<file path="config.mk">
export PLATFORM = sky130hd
export DESIGN_NAME = uart_transmitter
export DESIGN_NICKNAME = d
export VERILOG_FILES = /design/src/rtl/uart_pkg.sv /design/src/rtl/uart_bit_timer.sv /design/src/rtl/uart_transmitter.sv
export SDC_FILE = /design/constraint.sdc
export NUM_CORES = 1
export LEC_CHECK = 0
export CORE_MARGIN = 2
export CORE_UTILIZATION = 55
export DETAILED_ROUTE_END_ITERATION = 8
export DONT_BUFFER_PORTS = 1
export MAX_ROUTING_LAYER = met4
export PLACE_DENSITY = 0.83
export SYNTH_ARGS = -nofsm -noshare
export SYNTH_HDL_FRONTEND = slang
export SYNTH_SLANG_ARGS = --single-unit
</file>
<file path="constraint.sdc">
create_clock -name clk2 -period 1.6 [get_ports clk2]
set_input_delay 0.16 -clock clk2 [delete_from_list [all_inputs] [get_ports clk2]]
set_output_delay 0.16 -clock clk2 [all_outputs]
set_load 0.02 [all_outputs]
</file>
<file path="src/rtl/uart_pkg.sv">
// rtl/uart_pkg.sv - shared UART state encodings, line level and parity helper
package uart_pkg;

    localparam logic [2:0] IDLE   = 3'd0;
    localparam logic [2:0] START  = 3'd1;
    localparam logic [2:0] DATA   = 3'd2;
    localparam logic [2:0] PARITY = 3'd3;
    localparam logic [2:0] STOP   = 3'd4;

    localparam logic LINE_IDLE = 1'b1;

    // Narrower words are zero-extended by the caller; extra zeros leave the XOR unchanged.
    function automatic logic parity(input logic [15:0] data, input logic odd);
        return (^data) ^ odd;
    endfunction

endpackage

</file>
<file path="src/rtl/uart_bit_timer.sv">
// rtl/uart_bit_timer.sv - bit-period counter flagging the last cycle of each serial bit
module uart_bit_timer #(
    parameter int CLKS_PER_BIT = 16
) (
    input  logic clk2,
    input  logic rst,
    input  logic clear,
    input  logic enable,
    output logic bit_end
);

    localparam int CNT_W = $clog2(CLKS_PER_BIT);
    localparam logic [CNT_W-1:0] CNT_LAST = CNT_W'(CLKS_PER_BIT - 1);

    logic [CNT_W-1:0] cnt_q;
    logic [CNT_W-1:0] cnt_d;

    assign bit_end = enable && !clear && (cnt_q == CNT_LAST);

    // Next count: held at 0 by clear, wraps to 0 after the last cycle of a bit.
    always_comb begin
        cnt_d = cnt_q;
        if (clear) begin
            cnt_d = '0;
        end else if (enable) begin
            if (cnt_q == CNT_LAST) begin
                cnt_d = '0;
            end else begin
                cnt_d = cnt_q + 1'b1;
            end
        end
    end

    // Counter register.
    always_ff @(posedge clk2) begin
        if (rst) begin
            cnt_q <= '0;
        end else begin
            cnt_q <= cnt_d;
        end
    end

endmodule

</file>
<file path="src/rtl/uart_transmitter.sv">
// rtl/uart_transmitter.sv - UART frame serialiser: start, data LSB first, parity, stop
module uart_transmitter
    import uart_pkg::*;
#(
    parameter int DATA_W       = 8,
    parameter int CLKS_PER_BIT = 16,
    parameter int PARITY_EN    = 1,
    parameter int PARITY_ODD   = 0,
    parameter int STOP_BITS    = 1
) (
    input  logic              clk2,
    input  logic              rst,
    input  logic              tx_start,
    input  logic [DATA_W-1:0] tx_data,
    output logic              tx,
    output logic              busy,
    output logic              donet
);

    localparam logic [3:0] DATA_LAST = 4'(DATA_W - 1);
    localparam logic [3:0] STOP_LAST = 4'(STOP_BITS - 1);

    logic [2:0]        state_q,  state_d;
    logic [DATA_W-1:0] shreg_q,  shreg_d;
    logic [3:0]        bit_cnt_q, bit_cnt_d;
    logic              parity_q, parity_d;
    logic              tx_q,     tx_d;
    logic              busy_q,   busy_d;
    logic              donet_q,  donet_d;
    logic              bit_end;

    // The timer is parked at 0 in IDLE, which also clears it on the acceptance edge.
    uart_bit_timer #(
        .CLKS_PER_BIT(CLKS_PER_BIT)
    ) u_bit_timer (
        .clk2   (clk2),
        .rst    (rst),
        .clear  (state_q == IDLE),
        .enable (state_q != IDLE),
        .bit_end(bit_end)
    );

    // Frame sequencing; tx_d is the line level for the state being entered so tx stays registered.
    always_comb begin
        state_d   = state_q;
        shreg_d   = shreg_q;
        bit_cnt_d = bit_cnt_q;
        parity_d  = parity_q;
        tx_d      = tx_q;
        donet_d   = 1'b0;
        case (state_q)
            IDLE: begin
                tx_d = LINE_IDLE;
                if (tx_start) begin
                    shreg_d   = tx_data;
                    parity_d  = parity(16'(tx_data), PARITY_ODD != 0);
                    bit_cnt_d = 4'd0;
                    state_d   = START;
                    tx_d      = 1'b0;
                end
            end
            START: begin
                if (bit_end) begin
                    state_d   = DATA;
                    bit_cnt_d = 4'd0;
                    tx_d      = shreg_q[0];
                end
            end
            DATA: begin
                if (bit_end) begin
                    shreg_d = shreg_q >> 1;
                    if (bit_cnt_q == DATA_LAST) begin
                        bit_cnt_d = 4'd0;
                        if (PARITY_EN != 0) begin
                            state_d = PARITY;
                            tx_d    = parity_q;
                        end else begin
                            state_d = STOP;
                            tx_d    = LINE_IDLE;
                        end
                    end else begin
                        bit_cnt_d = bit_cnt_q + 4'd1;
                        tx_d      = shreg_d[0];
                    end
                end
            end
            PARITY: begin
                if (bit_end) begin
                    state_d   = STOP;
                    bit_cnt_d = 4'd0;
                    tx_d      = LINE_IDLE;
                end
            end
            STOP: begin
                tx_d = LINE_IDLE;
                if (bit_end) begin
                    if (bit_cnt_q == STOP_LAST) begin
                        state_d   = IDLE;
                        bit_cnt_d = 4'd0;
                        donet_d   = 1'b1;
                    end else begin
                        bit_cnt_d = bit_cnt_q + 4'd1;
                    end
                end
            end
            default: begin
                state_d = IDLE;
                tx_d    = LINE_IDLE;
            end
        endcase
        busy_d = (state_d != IDLE);
    end

    // State and output registers; reset aborts any frame without a done pulse.
    always_ff @(posedge clk2) begin
        if (rst) begin
            state_q   <= IDLE;
            shreg_q   <= '0;
            bit_cnt_q <= 4'd0;
            parity_q  <= 1'b0;
            tx_q      <= LINE_IDLE;
            busy_q    <= 1'b0;
            donet_q   <= 1'b0;
        end else begin
            state_q   <= state_d;
            shreg_q   <= shreg_d;
            bit_cnt_q <= bit_cnt_d;
            parity_q  <= parity_d;
            tx_q      <= tx_d;
            busy_q    <= busy_d;
            donet_q   <= donet_d;
        end
    end

    assign tx    = tx_q;
    assign busy  = busy_q;
    assign donet = donet_q;

endmodule

</file>
Yosys cells after proc, flatten, opt, wreduce, memory -nomap -nowiden
Index checks and enable logic that the tools add are counted.

Register bits after elaboration: 23. Bits of input ports: 11. Output and inout bits: 3. Logic and storage cells: 67.

Add/sub/neg operators: 2. Equality and inequality tests: 12. Muxes and demuxes: 26. Bitwise operators: 2. Reduce and logical (&&, ||, !) cells: 17.

Operators by type and width (number): $mux 4 (7); $mux 3 (7); $mux 8 (2); $pmux 4 s4 (1); $pmux 8 s2 (1); $reduce_xor 16->1 (1); $pmux 3 s5 (1); $ne 2x2->1 const B (5); $add 4x1->4 const B (2); $eq 3x2->1 const B (2); $mux 1 (6); $reduce_and 3->1 (2); $reduce_bool 3->1 (2); $reduce_and 5->1 (1); $eq 4x3->1 const B (1); $eq 4x4->1 const B (1); $logic_not 4->1 (1); $pmux 1 s4 (1); $reduce_bool 4->1 (1); $reduce_or 2->1 (2); $eq 3x1->1 const B (1); $eq 3x3->1 const B (1); $logic_not 3->1 (1); $reduce_or 3->1 (1); 6 further kinds (8).

Depth between registers and ports, before layout
Gate-level depths: netlist of the first run.

Depth after elaboration: 7. Depth in mapped cells: 6. Depth with buffers taken out: 6.

By module
From an unflattened synthesis of the first run, not the netlist that was laid out.

Cells, all modules: 140. Area total of the unflattened synthesis: 1316.3 um^2.

By module, submodules not included: uart_transmitter (times used 1, cells each 118, area each 1117.3 um^2, sequential area each 380.4 um^2); uart_bit_timer (times used 1, cells each 22, area each 198.9 um^2, sequential area each 80.1 um^2).

Worst setup path after synthesis of the first run
No wires, ideal clock.

Path type: flip-flop to flip-flop. Start point: register bit_cnt_q[0]. End point: register busy_q, in the netlist busy. Library setup time: 0.127 ns. Data arrival time: 1.507 ns. Required time: 1.473 ns. Slack: -0.034 ns. Cell stages (with the launch flop): 7. Path buffers: 0. Period minus slack after synthesis: 1.634 ns. Path through: dfxtp_1 > inv_1 > ha_1 > nor3b_1 > a21o_2 > a21oi_2 > or3_1.

Word-level cells in the longest chain between the ends: 5. Elaborated cells between the ends (all ways): 8. Classes of those cells: eq/ne (1); mux (5); reduce/logical (2).

RTL lines: start, declared (RTL line uart_transmitter.sv:25) `logic [3:0] bit_cnt_q, bit_cnt_d;`; start signal, assigned (RTL line uart_transmitter.sv:127) `bit_cnt_q <= bit_cnt_d;`; $eq 4x3->1 / $logic_not 4->1 (equally long branches) (RTL line uart_transmitter.sv:72, uart_transmitter.sv:97); $mux 3 (on tied branches) (RTL line uart_transmitter.sv:72, uart_transmitter.sv:97); $mux 3 (on tied branches) (RTL line uart_transmitter.sv:70, uart_transmitter.sv:96); $pmux 3 s5 (*) (RTL line uart_transmitter.sv:51) `case (state_q)`; $reduce_bool 3->1 (*) (RTL line uart_transmitter.sv:111) `busy_d = (state_d != IDLE);`; end signal, assigned (RTL line uart_transmitter.sv:130) `busy_q <= busy_d;`; end, declared (RTL line uart_transmitter.sv:28) `logic busy_q, busy_d;`.

Mark *: on every way between the ends. The rest lies on a longest branch, timed or not. A chain may end at the register's enable or synchronous reset.

Worst setup path after layout of the first run
Start point: register bit_cnt_q[1]. End point: register tx_q, in the netlist tx.

Word-level cells in the longest chain between the ends: 4.

RTL lines: $eq 4x3->1 (RTL line uart_transmitter.sv:72) `if (bit_cnt_q == DATA_LAST) begin`; $mux 1 (RTL line uart_transmitter.sv:72); $mux 1 (RTL line uart_transmitter.sv:70) `if (bit_end) begin`; $pmux 1 s4 (RTL line uart_transmitter.sv:51); end signal, assigned (RTL line uart_transmitter.sv:129) `tx_q <= tx_d;`; end, declared (RTL line uart_transmitter.sv:27) `logic tx_q, tx_d;`.

No other way between the ends. The select of a mux whose other input is x is not followed.

==> flow_summary_export.csv, run 1 <==
group,metric,value,unit
outcome,status,"finished with violations",
outcome,violations,"negative hold slack",
grt,grt_pass1_vias,1083,
critical_path,ff2ff_path_depth,5,
synthesis,synthArstFlopShare,0,%
clocking,cts_max_level,1,
timing,rsz0062_at_grt,"true",
synthesis,synth_seq_area_share,34.46,%
timing,finalSetupTns,0,ns
synthesis,yosys.area_share.adder,2.809,%
grt,grt-ovfl-total,0,
pwr,power.total,1.065,mW
routing,drtPass1Iterations,4,
final_layout,fillerInstances,195,
place,place_inst,176,
clocking,clockBufferDepth,2,
synthesis,synth_top_cell_by_area,"dfxtp_1",
grt,track_usage,22.15,%
synthesis,synthDistinctLibCells,44,
timing,fin_ws,0.04168,ns
worst_hold_path,min_path_cells,1,
synthesis,synth_simple_gate_area_share,25.00,%
critical_path,slowest_stage,"dfxtp_1",
synthesis,synthCells,146,
timing,hold_viol,18,
routing,vias,1080,
pwr,vdd_drop_max,0.4641,mV
synthesis,syn_nets,160,
critical_path,start_kind,"flop",
place,io_buffers,0,
floorplan,start_util,59.27,%
floorplan,core_area,2255,um^2
routing,routedWlPerCell,15.29,um
timing,maxSlewHeadroom,77.99,%
clocking,clk_pin_slew,0.13,ns
place,place_ws,-0.01950,ns
pwr,powerDensity,729.3,nW/um^2
final_layout,layout_commonest_cell,"dfxtp_1",
worst_hold_path,holdPathEnd,"state_q[2]",
timing,period_share,97.40,%
synthesis,synth_top_flop_cell,"dfxtp_1",
routing,wirelength,2.783,mm
final_layout,post-route-util,64.76,%
critical_path,cp.arrival,1.78,ns
timing,setup_viol,0,
floorplan,die_w,53.29,um
clocking,tritoncts,"yes",
grt,grt_max_degree,21,
grt,grt_busiest_layer,"met2",
critical_path,cp_slowest_stage_delay,0.39,ns
critical_path,cp.required,1.82,ns
critical_path,critPathMaxFanout,4,
critical_path,critPathBufInv,0,
grt,antenna_found_initial,0,
critical_path,ff2ff_setup_slack,0.04,ns
critical_path,path_cells,"ha_1 > and3b_1 > mux2_2 > a21oi_1 > o21bai_1",
grt,grt_pass1_wl,4.547,mm
floorplan,core.rowCount,17,
timing,tightest_slew,0.3295,ns
routing,drtIter0Drc,27,
synthesis,syn-mean-instance-area,9.153,um^2
timing,slew_violations,0,
synthesis,ys_seq_elements,23,
synthesis,synthMuxAreaShare,1.592,%
critical_path,timing.rr.start,"bit_cnt_q[1]",
final_layout,mostFrequentLayoutCells,"dfxtp_1 (19), nand2_1 (17), nor2_1 (15)",
synthesis,synth_top_family_by_area,"simple AND/OR/NAND/NOR gates",
routing,ant_nets,0,
final_layout,areaGrowthSynthToFinish,9.270,%
worst_hold_path,min_from,"rst",
timing,hold-worst-slack,-0.1156,ns
synthesis,synth_edf_count,0,
place,hpwl,2.072,mm
routing,vias_per_cell,5.934,
timing,clock.fmax,641.7,MHz
synthesis,synth_xor_area_share,6.554,%
critical_path,critPathTopFamily,"flip-flops",
timing,min_period,1.558,ns
clocking,root_buffer,"clkbuf_4",
final_layout,drive_gt1_share,29.87,%
floorplan,pin_count,14,
critical_path,criticalPathCategory,"reg2reg",
floorplan,die-area,2840,um^2
synthesis,synth_compound_area_share,21.44,%
synthesis,synth_top_area_share,34.46,%
pwr,p_leak,0.5359,nW
final_layout,fin_nets,169,
floorplan,fp.dieH,53.29,um
grt,grt_use_met2,38.27,%
synthesis,netlist_top_cells_area,"dfxtp_1 (34%), xnor2_1 (5.2%), nand2_1 (5.1%)",
job,drv_cap,0,
worst_hold_path,hold_class,"in2reg",
place,place.gp.congestion,0.9195,
grt,grtUsageMet3,3.672,%
synthesis,ys_warn_count,0,
routing,drc,0,
clocking,cts_buffers,3,
final_layout,instances_no_fill,182,
grt,gr-usage-met1,24.70,%
final_layout,antenna_cells,0,
clocking,clkSinkCount,23,
clocking,clkLatencyLatePin,0.32,ns
critical_path,rr_endpoint,"tx",
synthesis,synth.cell_area,1336,um^2
critical_path,cp-end-kind,"flop",
timing,fin_skew,0.004246,ns
registers in the layout, summed over array words and instances (netlist names):
signal,count
parity_q,1
shreg_q,8
bit_cnt_q,4
donet,1
busy,1
u_bit_timer.cnt_q,4
state_q,3
tx,1
worst max-delay path by stage:
stage	from	end	slack, ns	cells after the start
after CTS	u_bit_timer.cnt_q[0]	shreg_q[6]	-0.006	6
final	bit_cnt_q[1]	tx	0.04	5
after floorplan	u_bit_timer.cnt_q[0]	busy	0.04	6
after global placement	u_bit_timer.cnt_q[0]	shreg_q[4]	0.05	6
after global routing	u_bit_timer.cnt_q[0]	shreg_q[0]	-0.03	6
after detailed placement	u_bit_timer.cnt_q[0]	shreg_q[6]	-0.02	6
per-layer routing:
| metal | wire, um | vias to the layer above |
|---|---|---|
| li1 | - | 533 |
| met1 | 1262 | 515 |
| met2 | 1349 | 24 |
| met3 | 116 | 8 |
| met4 | 55 | 0 |
| met5 | 0 | - |
per-stage QoR:
stage,hold WS (ns),instance area [um^2]
6_report,-0.1156,1460
5_1_grt,-0.1286,1460
4_1_cts,-0.1210,1420
3_5_place_dp,0.2312,1389
3_3_place_gp,0.2298,1389
2_1_floorplan,0.2324,1341
power by group:
| part | internal, mW | total (mW) | switching, mW |
|---|---|---|---|
| clock network | 0.0976 | 0.276 | 0.178 |
| registers | 0.603 | 0.628 | 0.0253 |
| logic | 0.0855 | 0.161 | 0.0756 |
| total | 0.786 | 1.06 | 0.279 |
area by class of cell:
cell class / count / area [um^2] / area share (%)
Timing Repair Buffer: 14 / 117.6 / 8.055
Inverter: 5 / 18.77 / 1.285
Multi-Input combinational cell: 108 / 797.0 / 54.58
Sequential cell: 23 / 465.4 / 31.88
Clock buffer: 4 / 26.28 / 1.799
Tap cell: 28 / 35.03 / 2.399
worst reg2reg max path: cells and delay by family (launching register included):
| family | cells | cell delay, ns |
|---|---|---|
| adders and majority gates | 1 | 0.20 |
| muxes | 1 | 0.35 |
| AOI/OAI and AO/OA | 2 | 0.27 |
| DFF | 1 | 0.39 |
| and+or+nand+nor | 1 | 0.25 |
cells by family after synthesis:
group,after synthesis
simple gates,62
compound gates,31
flops,23
buf+inv,15
xor+xnor,10
fa+ha+maj,3
mux,2
Yosys cell counts, drive strengths merged (2+ instances only):
master	count
nand2	18
buf	9
xnor2	8
nand4	3
nand3	6
a211oi	2
nor2	15
and3	2
o211ai	2
a21oi	7
ha	3
nor3b	3
a311oi	8
or3b	2
o21ai	2
nor3	7
o21bai	2
a21o	2
inv	5
dfxtp	23
xor2	2
repair_timing:
action | CTS | global route
endpoints found under the hold margin | 18 | 18
resized for setup | 2 | 9
pin swaps | 0 | 3
buffers inserted | 0 | 2
endpoints found under the setup margin | 10 | 12
No activity file was read; power rests on OpenSTA's default activity.
==> run 2, diff against run 1 <==
Settings changed: PLACE_DENSITY 0.83 to 0.73.
==> flow_summary_export.csv, run 2 (synthesized netlist as in run 1, its figures left out) <==
group,metric,value,unit
grt,antenna_found_initial,0,
pwr,seqPwrFrac,59.5,%
critical_path,cp.arrival,1.73,ns
place,place_inst,176,
clocking,clkLatencyLatePin,0.32,ns
routing,vias_per_cell,5.872,
place,hpwl,1.890,mm
timing,maxSlewHeadroom,78.64,%
final_layout,areaGrowthSynthToFinish,9.083,%
grt,grt-ovfl-total,0,
floorplan,die_w,53.29,um
place,place.gp.congestion,0.8099,
timing,tightest_slew,0.3198,ns
floorplan,core_area,2255,um^2
clocking,tritoncts,"yes",
worst_hold_path,hold_class,"in2reg",
final_layout,drive_gt1_share,30.26,%
pwr,powerDensity,721.9,nW/um^2
critical_path,criticalPathCategory,"reg2reg",
critical_path,ff2ff_path_depth,5,
critical_path,start_kind,"flop",
timing,slew_violations,0,
pwr,p_leak,0.5267,nW
final_layout,regMostFlops,"shreg_q",
routing,wirelength,2.593,mm
clocking,post_cts_buffers,0,
grt,grt_pass1_vias,1045,
pwr,switching_share,26.07,%
critical_path,timing.rr.start,"bit_cnt_q[1]",
outcome,violations,"negative hold slack",
clocking,clkSinkCount,23,
outcome,status,"finished with violations",
timing,fin_ws,0.08734,ns
critical_path,cp-end-kind,"flop",
grt,grt_pass1_wl,4.381,mm
place,place_area,1389,um^2
pwr,vdd_drop_max,0.5451,mV
floorplan,core.rowCount,17,
pwr,p_comb_share,14.3,%
routing,drtIter0Drc,10,
job,drv_cap,0,
place,io_buffers,0,
critical_path,cp-endpoint,"tx",
grt,track_usage,21.85,%
final_layout,fin_nets,167,
final_layout,antenna_cells,0,
routing,drc,0,
final_layout,fin_area,1458,um^2
clocking,root_buffer,"clkbuf_4",
critical_path,rr_endpoint,"tx",
final_layout,mostFrequentLayoutCells,"dfxtp_1 (19), nand2_1 (18), nor2_1 (15)",
critical_path,ff2ff_setup_slack,0.09,ns
timing,period_share,94.54,%
pwr,p_sw,0.2743,mW
clocking,cts_max_level,1,
pwr,clock_power_share,26.2,%
routing,vias,1057,
final_layout,largest_register_ffs,8,
critical_path,cp.required,1.81,ns
final_layout,reg_top3,"shreg_q x8, bit_cnt_q x4, u_bit_timer.cnt_q x4",
floorplan,start_util,59.27,%
routing,drtPass1Iterations,4,
critical_path,critPathMaxFanout,4,
routing,routedWlPerCell,14.41,um
timing,hold_viol,18,
timing,min_period,1.513,ns
timing,clock.fmax,661.1,MHz
grt,grt_max_degree,21,
place,place_ws,-0.02323,ns
floorplan,pin_count,14,
clocking,clockBufferDepth,2,
clocking,cts_buffers,3,
floorplan,fp.dieH,53.29,um
timing,rsz0062_at_grt,"true",
critical_path,crit_start,"bit_cnt_q[1]",
final_layout,layout_commonest_cell,"dfxtp_1",
routing,ant_nets,0,
timing,fin_skew,0.008018,ns
pwr,power.internal,0.7779,mW
floorplan,die-area,2840,um^2
clocking,clk_pin_slew,0.13,ns
timing,hold-worst-slack,-0.1131,ns
timing,setup_viol,0,
final_layout,instances_no_fill,180,
-- run 2: power groups by stage --
stage | Clock [mW] | Combinational, mW | Sequential, mW
floorplan | 0 | 0.133 | 0.633
global placement | 0 | 0.143 | 0.637
detailed placement | 0 | 0.147 | 0.639
CTS | 0.277 | 0.149 | 0.626
global route | 0.299 | 0.168 | 0.629
finish | 0.276 | 0.151 | 0.626
-- run 2: final cells by class --
type                    instances  area (um^2)
clock buffers                   4        26.28
repair buffers                 12        102.6
well taps                      28        35.03
fillers                       205        797.0
multi-input cells             108        807.0
inverters                       5        18.77
flip-flops and latches         23        467.9
-- run 2: critical path: stages (launching register included) --
cell and delay [ns]:
dfxtp_2 0.38, ha_1 0.19, and3b_1 0.26, mux2_2 0.36, a21oi_2 0.15, o21bai_1 0.07
-- run 2: worst min path at each step --
stage	slack (ns)	to	start	cells after the start
floorplan	0.23	state_q[0]	rst	1
global placement	0.23	state_q[2]	rst	1
detailed placement	0.23	shreg_q[3]	rst	1
CTS	-0.11	shreg_q[3]	rst	1
global route	-0.13	state_q[2]	rst	1
finish	-0.11	bit_cnt_q[1]	rst	1
-- run 2: routing by layer --
layer	wire length, um	up-vias	track usage [%]
met2	1260	17	34.98
met5	0	-	-
li1	-	529	-
met1	1207	507	26.42
met3	90	4	3.107
met4	35	0	11.54
-- run 2: per-stage QoR --
step / total power [mW] / TNS (ns) / utilization [%]
after global routing: 1.096 / -0.008278 / 64.65
after global placement: 0.7808 / 0 / 61.60
after floorplan: 0.7663 / 0 / -
after detailed placement: 0.7860 / -0.02323 / 61.60
after CTS: 1.051 / 0 / 62.82
final: 1.052 / 0 / 64.65
-- run 2: repair_timing --
action	in CTS	in global routing
resized for setup	1	12
endpoints found under the setup margin	1	14
hold endpoints to repair	18	18
pin swaps	0	4
